File: config.mk
export PLATFORM = sky130hd
export DESIGN_NAME = pcm_serial_rx
export DESIGN_NICKNAME = d
export VERILOG_FILES = /design/src/rtl/pcm_serial_rx.sv
export SDC_FILE = /design/constraint.sdc
export NUM_CORES = 1
export LEC_CHECK = 0
export CORE_MARGIN = 5
export CORE_UTILIZATION = 58
export CTS_BUF_LIST = sky130_fd_sc_hd__clkbuf_4 sky130_fd_sc_hd__clkbuf_8
export DETAILED_ROUTE_END_ITERATION = 12
export PLACE_DENSITY = 0.86
export SLEW_MARGIN = 20
export SYNTH_ARGS = -nofsm -noshare
export SYNTH_HDL_FRONTEND = slang
export SYNTH_SLANG_ARGS = --single-unit
File: constraint.sdc
create_clock -name clk_12M -period 2.4 [get_ports clk_12M]
set_input_delay 0.24 -clock clk_12M [delete_from_list [all_inputs] [get_ports clk_12M]]
set_output_delay 0.24 -clock clk_12M [all_outputs]
set_load 0.01 [all_outputs]
File: src/rtl/pcm_serial_rx.sv
// pcm_serial_rx: receiver for the codec ADC PCM (DSP-mode) stream on the 12 MHz bit clock.
// Converts each MSB-first frame into a parallel two's-complement sample with a one-cycle
// valid strobe. It also checks the spacing between frame starts to report lock and to
// latch a sticky framing-error flag.
//
// state  | meaning
// -------+-----------------------------------------------------------
// IDLE   | out of reset, no frame start seen yet
// SHIFT  | capturing sample bits, MSB first; bit_cnt_q = bits still to go - 1
// WAIT   | sample delivered, idle until the next frame start

module pcm_serial_rx #(
    parameter int DATA_W    = 24,
    parameter int FRAME_LEN = 251
) (
    input  logic              clk_12M,
    input  logic              rst_n,
    input  logic              adclrc,
    input  logic              adcdat,
    input  logic              err_clr,
    output logic [DATA_W-1:0] data_par,
    output logic              data_valid,
    output logic              locked,
    output logic              frame_err
);

    localparam int               CNT_W     = $clog2(DATA_W);
    localparam logic [CNT_W-1:0] CNT_TOP   = CNT_W'(DATA_W - 1);
    localparam int               PER_W     = 10;
    localparam logic [PER_W-1:0] PER_MAX   = '1;
    localparam logic [PER_W-1:0] PER_GOOD  = PER_W'(FRAME_LEN);
    localparam logic [1:0]       GOOD_LOCK = 2'd2;

    typedef enum logic [1:0] {
        ST_IDLE  = 2'd0,
        ST_SHIFT = 2'd1,
        ST_WAIT  = 2'd2
    } state_t;

    state_t            state_q, state_d;
    logic              adclrc_q;
    logic              fs;
    logic [DATA_W-1:0] shift_q, shift_d;
    logic [CNT_W-1:0]  bit_cnt_q, bit_cnt_d;
    logic              capture;
    logic              abort;
    logic [PER_W-1:0]  period_q;
    logic              fs_seen_q;
    logic [1:0]        good_q, good_d;
    logic              period_chk;
    logic              period_bad;
    logic              err_set;

    // A level held high over several cycles still yields a single frame start.
    assign fs = adclrc & ~adclrc_q;

    // FSM state register.
    always_ff @(posedge clk_12M or negedge rst_n) begin
        if (!rst_n) begin
            state_q <= ST_IDLE;
        end else begin
            state_q <= state_d;
        end
    end

    // Next-state logic with the shift/count datapath controls.
    always_comb begin
        state_d   = state_q;
        shift_d   = shift_q;
        bit_cnt_d = bit_cnt_q;
        capture   = 1'b0;
        abort     = 1'b0;
        case (state_q)
            ST_IDLE: begin
                if (fs) begin
                    state_d   = ST_SHIFT;
                    bit_cnt_d = CNT_TOP;
                end
            end
            ST_SHIFT: begin
                if (fs && (bit_cnt_q != '0)) begin
                    // Frame restarted mid-word: drop the partial word, the FS cycle carries no data.
                    abort     = 1'b1;
                    state_d   = ST_SHIFT;
                    bit_cnt_d = CNT_TOP;
                end else begin
                    shift_d = {shift_q[DATA_W-2:0], adcdat};
                    if (bit_cnt_q == '0) begin
                        // Last bit completes the word even if the next frame starts on this edge.
                        capture   = 1'b1;
                        state_d   = fs ? ST_SHIFT : ST_WAIT;
                        bit_cnt_d = CNT_TOP;
                    end else begin
                        bit_cnt_d = bit_cnt_q - 1'b1;
                    end
                end
            end
            ST_WAIT: begin
                if (fs) begin
                    state_d   = ST_SHIFT;
                    bit_cnt_d = CNT_TOP;
                end
            end
            default: begin
                state_d = ST_IDLE;
            end
        endcase
    end

    // Frame period check and good-period counting.
    always_comb begin
        period_chk = fs && fs_seen_q;
        period_bad = period_chk && (period_q != PER_GOOD);
        err_set    = abort || period_bad;
        good_d     = good_q;
        if (abort || period_bad) begin
            good_d = '0;
        end else if (period_chk && (good_q != GOOD_LOCK)) begin
            good_d = good_q + 2'd1;
        end
    end

    // Input history, shift register and bit counter.
    always_ff @(posedge clk_12M or negedge rst_n) begin
        if (!rst_n) begin
            adclrc_q  <= 1'b0;
            shift_q   <= '0;
            bit_cnt_q <= '0;
        end else begin
            adclrc_q  <= adclrc;
            shift_q   <= shift_d;
            bit_cnt_q <= bit_cnt_d;
        end
    end

    // Period counter restarts at 1 on every frame start and saturates when frames stop.
    always_ff @(posedge clk_12M or negedge rst_n) begin
        if (!rst_n) begin
            period_q  <= '0;
            fs_seen_q <= 1'b0;
            good_q    <= '0;
        end else begin
            good_q <= good_d;
            if (fs) begin
                period_q  <= PER_W'(1);
                fs_seen_q <= 1'b1;
            end else if (period_q != PER_MAX) begin
                period_q <= period_q + 1'b1;
            end
        end
    end

    // Registered outputs: sample, strobe, lock and sticky error (set beats clear).
    always_ff @(posedge clk_12M or negedge rst_n) begin
        if (!rst_n) begin
            data_par   <= '0;
            data_valid <= 1'b0;
            locked     <= 1'b0;
            frame_err  <= 1'b0;
        end else begin
            data_valid <= capture;
            if (capture) begin
                data_par <= shift_d;
            end
            locked <= (good_d == GOOD_LOCK);
            if (err_set) begin
                frame_err <= 1'b1;
            end else if (err_clr) begin
                frame_err <= 1'b0;
            end
        end
    end

endmodule

==> results of run 1 <==
==> cell families (layout without fill, tap and decap cells) <==
family	Yosys count	in the layout	share of synthesized area, %
compound gates	28	28	5.810
xor+xnor	4	4	1.154
fa+ha+maj	3	3	1.236
buf+inv	18	60	3.502
flops	71	71	58.51
mux	51	51	20.97
simple gates	47	47	8.818
==> final timing paths <==
check,cells after the start,end,start,slack [ps]
worst max-delay path,6,shift_q[20],bit_cnt_q[0],120
worst min-delay path,2,data_par[16],rst_n,360
worst max register to register,6,shift_q[20],bit_cnt_q[0],120
worst min register to register,1,data_par[6],data_par[6],510
max in group asynchronous,3,fs_seen_q,rst_n,1430
min in group clk_12M,1,adclrc_q,adclrc,420
==> metrics by stage <==
step	hold slack, ps	total power (uW)
after floorplan	-55.59	2619
after global placement	181.0	3080
after detailed placement	184.4	3166
after CTS	340.8	4094
after global routing	378.1	4295
final	356.5	4053
==> cells in the final DEF, fill, tap and decap left out, drive strengths merged, types with 4 or more instances in the layout <==
cell type / count
nor2: 11
clkbuf: 11
a31oi: 4
nand2b: 5
o21ai: 5
a21oi: 10
clkdlybuf4s50: 30
dfrtp: 71
nand2: 9
buf: 5
mux2: 47
mux2i: 4
inv: 9
==> final cells by class <==
class	count	share of cell area, %
Clock buffer	11	3.862
Clock inverter	4	1.322
Inverter	9	0.9395
Multi-Input combinational cell	133	32.08
Sequential cell	71	49.41
Tap cell	70	2.436
Timing Repair Buffer	36	9.951
==> flip-flops by register name, summed over array words and instances (netlist names) <==
signal      flops
data_par       24
shift_q        23
period_q       10
bit_cnt_q       5
good_q          2
state_q         2
adclrc_q        1
data_valid      1
frame_err       1
fs_seen_q       1
locked          1
==> routing by layer <==
layer  global-route usage (%)  part of all wire, %  routed length [um]
met2                    27.88                   49                2574
met1                    22.94                   46                2408
met5                        0                    0                   0
met4                    11.30                  2.7                 142
met3                    3.796                  3.0                 157
==> power groups by stage <==
stage                     registers, uW  logic, uW  clock network, uW
after floorplan                    1960        655                  0
after global placement             1960       1120                  0
after detailed placement           1990       1170                  0
after CTS                          1980       1180                934
after global routing               2040       1270                986
final                              1970       1160                914
==> reports/metrics.csv, run 1 <==
metric,value,unit
status,finished clean,
rows,26,
dpl.hpwl,3.494,mm
clk_pin_slew,70,ps
core-area,0.005107,mm^2
die-area,0.006782,mm^2
period_share,95.16,%
cp.required,2620,ps
cts_resized,0,
post-route-min-period,2284,ps
grt.total_usage,17.98,%
postLayoutCellArea,0.003596,mm^2
setup_slack,116.1,ps
clock_latency,340,ps
worst_pin_slew,553.4,ps
start_util,59.46,%
antenna_cells,0,
ys_top_cells_by_area,"dfrtp_1, mux2_2, mux2_4, buf_6, a21oi_1",
multiInputGateArea,0.001154,mm^2
cp_cell_sequence,inv_1 -> ha_1 -> or4b_1 -> nand2_1 -> nand2_2 -> mux2_2,
start_kind,register,
rsz0062_at_grt,false,
netlist.area_leader.share,58.51,%
synth.cell_area,0.003037,mm^2
slowest_stage,or4b_1,
pre_cts_slack,148.4,ps
chipHeight,82.36,um
wl,5.282,mm
synth-seq-cells,71,
grt_max_degree,56,
drt_iter0_markers,136,
drive_gt1_share,26.14,%
synth_edf_count,0,
cp_num_buf_inv,1,
cts_hold_buffers,1,
die_x,82.36,um
grt_pass1_wl,8.921,mm
cts_root_buf,clkbuf_8,
drv_slew,0,
hold_viol,0,
synth.most_common_cell,dfrtp_1,
p_sw_share,29.03,%
cpPeakStageDelay,580,ps
syn_nets,230,
ys.flop_type,dfrtp_1,
h-tree-depth,3,
async_reset_ff_share,100.0,%
wl_per_cell,15.81,um
seqCellArea,0.001777,mm^2
io_pins,32,
cp-end-kind,register,
postCtsSetupBuffers,0,
area_delta_synth_final,18.42,%
utilization,70.41,%
max_freq,437.8,MHz
cts_buffers,9,
power_frac_comb,28.7,%
fill_cells,362,
io_buffers,31,
drv_cap,0,
holdCritPathClass,input pin to asynchronous set/reset pin,
drc,0,
slew_headroom,62.97,%
antenna_found_initial,0,
p_leak,0.001690,uW
synthCells,222,
p_int,2876,uW
yosys.cell_types.count,40,
yosys-top-cells-count,"dfrtp_1, mux2_2, mux2_4",
arrival,2500,ps
post_dp_cell_area,0.003400,mm^2
clockBufferDepth,2,
skew,8.728,ps
drtPass1Iterations,4,
synth_warnings,0,
synth_top_area_cell,dfrtp_1,
vias,1832,
layout.nets,268,
p_seq_share,48.7,%
p_switching,1177,uW
peakVddDrop,714.1,uV
yosysSeqAreaShare,58.51,%
setup_viol,0,
totalNegativeSetupSlack,0,ps
clkPwrFrac,22.5,%
cts_tree,done,
routed_via_density,5.485,
crit_type,register to register,
critical_path.top_delay_family,simple AND/OR/NAND/NOR gates,
grt_pass1_vias,1871,
place.gp.congestion,0.7644,
avgSynthCellArea,13.68,um^2
power_density,1127,mW/mm^2
cts.sinks,71,
placed_cells,318,
layout.cells.non_filler,334,
path_max_fanout,23,
postRouteAntennaNets,0,
overflow,0,
(Power assumes the default switching activity.)
==> run 2: changes to the inputs <==
--- a/config.mk
+++ b/config.mk
@@ -5,7 +5,7 @@
 export SDC_FILE = /design/constraint.sdc
 export NUM_CORES = 1
 export LEC_CHECK = 0
-export CORE_MARGIN = 5
+export CORE_MARGIN = 10
 export CORE_UTILIZATION = 58
 export CTS_BUF_LIST = sky130_fd_sc_hd__clkbuf_4 sky130_fd_sc_hd__clkbuf_8
 export DETAILED_ROUTE_END_ITERATION = 12
==> run 2 against run 1 <==
Final cell count rose by 0.30%; largest power group unchanged; utilization rose by 0.32 points; power rose by 0.62%; first-iteration DRC count fell by 26%; sequential power barely moved; die area rose by 26%; cell area rose by 0.45%; clock power rose by 2.4%; sequential share of layout area fell by 0.22 points; non-clock buffer count did not move.
==> reports/metrics.csv, run 2 (same netlist as run 1, synthesis figures left out) <==
metric,value,unit,change
grt_max_degree,72,,+29%
crit_type,register to register,,
final_cell_mix,"dfrtp_1, clkdlybuf4s50_1, mux2_2",,
grt.total_usage,12.88,%,-5.1 points
antenna_found_initial,0,,unchanged
postCtsSetupBuffers,0,,unchanged
slew_headroom,68.45,%,+5.5 points
drtPass1Iterations,4,,unchanged
p_leak,0.001693,uW,+0.18%
drv_slew,0,,unchanged
power_density,1129,mW/mm^2,+0.16%
largest_reg_flops,24,,unchanged
min_to,adclrc_q,,
arrival,2460,ps,-40 ps
clk_pin_slew,70,ps,about the same
grt_busiest_layer,met2,,
status,finished clean,,
layout.cells.non_filler,335,,+0.30%
grt_pass1_vias,1816,,-2.9%
drive_gt1_share,26.42,%,+0.28 points
r2r_slack,170,ps,+60 ps
worst_pin_slew,472.9,ps,-80.52 ps
top_register,data_par,,
cp.required,2630,ps,about the same
clock_latency,350,ps,about the same
largest_registers,"data_par: 24 flops, shift_q: 23 flops, period_q: 10 flops",,
reg2reg_to,data_par[0],,
reg2reg_from,bit_cnt_q[0],,
start_util,59.46,%,unchanged
worst_hold_path.num_cells,1,,
fill_cells,355,,-1.9%
grt_pass1_wl,8.804,mm,-1.3%
grtUsageMet2,19.59,%,-8.3 points
io_buffers,31,,unchanged
cts_root_buf,clkbuf_8,,
max_freq,448.9,MHz,+2.5%
chipHeight,92.36,um,+12%
cts_tree,done,,
drt_iter0_markers,101,,-26%
cts.sinks,71,,unchanged
overflow,0,,unchanged
totalNegativeSetupSlack,0,ps,unchanged
h-tree-depth,3,,unchanged
setup_viol,0,,unchanged
wl_per_cell,15.81,um,about the same
peakVddDrop,706.0,uV,-1.1%
start_kind,register,,
grt_use_met3,3.632,%,-0.16 points
post-route-min-period,2227,ps,-56.44 ps
r2r_cells,5,,-1
postRouteAntennaNets,0,,unchanged
cp-end-kind,register,,
placed_cells,318,,unchanged
rsz0062_at_grt,false,,
routed_via_density,5.537,,+0.95%
period_share,92.81,%,-2.4 points
layout.nets,268,,unchanged
antenna_cells,0,,unchanged
final_common_cell,dfrtp_1,,
p_total,4078,uW,+0.62%
holdCritPathClass,input pin to register,,
area_delta_synth_final,18.95,%,
clockBufferDepth,2,,unchanged
rows,26,,unchanged
cts_buffers,9,,unchanged
place.gp.congestion,0.8089,,+5.8%
use_met1,15.58,%,-7.4 points
core-area,0.005107,mm^2,unchanged
wl,5.297,mm,+0.28%
drc,0,,unchanged
die-area,0.008529,mm^2,+26%
dpl.hpwl,3.362,mm,-3.8%
io_pins,32,,unchanged
die_x,92.36,um,+12%
hold_viol,0,,unchanged
path_max_fanout,26,,+13%
vias,1855,,+1.3%
min-delay-start,adclrc,,
skew,6.809,ps,-1.919 ps
drv_cap,0,,unchanged
[run 2: worst max path at each step]
| stage | startpoint | endpoint | cells past startpoint |
|---|---|---|---|
| 3_3_place_gp | bit_cnt_q[0] | shift_q[16] | 6 |
| 3_5_place_dp | bit_cnt_q[0] | shift_q[16] | 6 |
| 6_report | bit_cnt_q[0] | data_par[0] | 5 |
| 4_1_cts | bit_cnt_q[0] | shift_q[22] | 6 |
| 5_1_grt | bit_cnt_q[0] | data_par[20] | 5 |
| 2_1_floorplan | bit_cnt_q[0] | data_par[10] | 8 |
[run 2: cell type report]
class / instances / area (um^2) / area share, %
well taps: 70 / 87.58 / 2.425
repair buffers: 36 / 357.8 / 9.906
inverters: 9 / 33.78 / 0.9352
multi-input cells: 133 / 1159 / 32.07
clock buffers: 10 / 137.6 / 3.810
clock inverters: 6 / 60.06 / 1.663
flip-flops and latches: 71 / 1777 / 49.19
[run 2: through the flow]
| stage | util, % | hold WS [ps] | cell area [um^2] | setup slack (ps) |
|---|---|---|---|---|
| after detailed placement | 66.56 | 293.2 | 3400 | 184.3 |
| after CTS | 70.63 | 407.9 | 3607 | 93.66 |
| after global placement | 66.56 | 289.0 | 3400 | 235.5 |
| after global routing | 70.73 | 412.2 | 3612 | 74.59 |
| after floorplan | - | -55.59 | 3037 | 387.4 |
| final | 70.73 | 412.2 | 3612 | 172.5 |
[run 2: per-layer routing]
metal  wire length (um)  share of wire (%)  vias up
met3                265                5.0       20
met4                191                3.6        0
met1               2327                 44      916
li1                   -                  -      869
met5                  0                  0        -
met2               2513                 47       50
[run 2: report_power, final]
part	switching, uW	leakage, uW	internal (uW)	total (uW)
sequential	336	0.000899	1630	1970
combinational	423	0.000696	749	1170
clock	434	0.0000981	502	936
total	1190	0.00169	2880	4080
[run 2: repair_timing]
action                                  4_1_cts  5_1_grt
gates resized for setup                       0        1
endpoints found under the setup margin        0       23
endpoints found under the hold margin        71        0
hold buffers                                  1        0
[run 2: critical path: stages (launching register included)]
cell and delay (ps):
dfrtp_1 400, inv_1 60, ha_1 240, or4b_1 590, nand2b_4 420, mux2_4 390
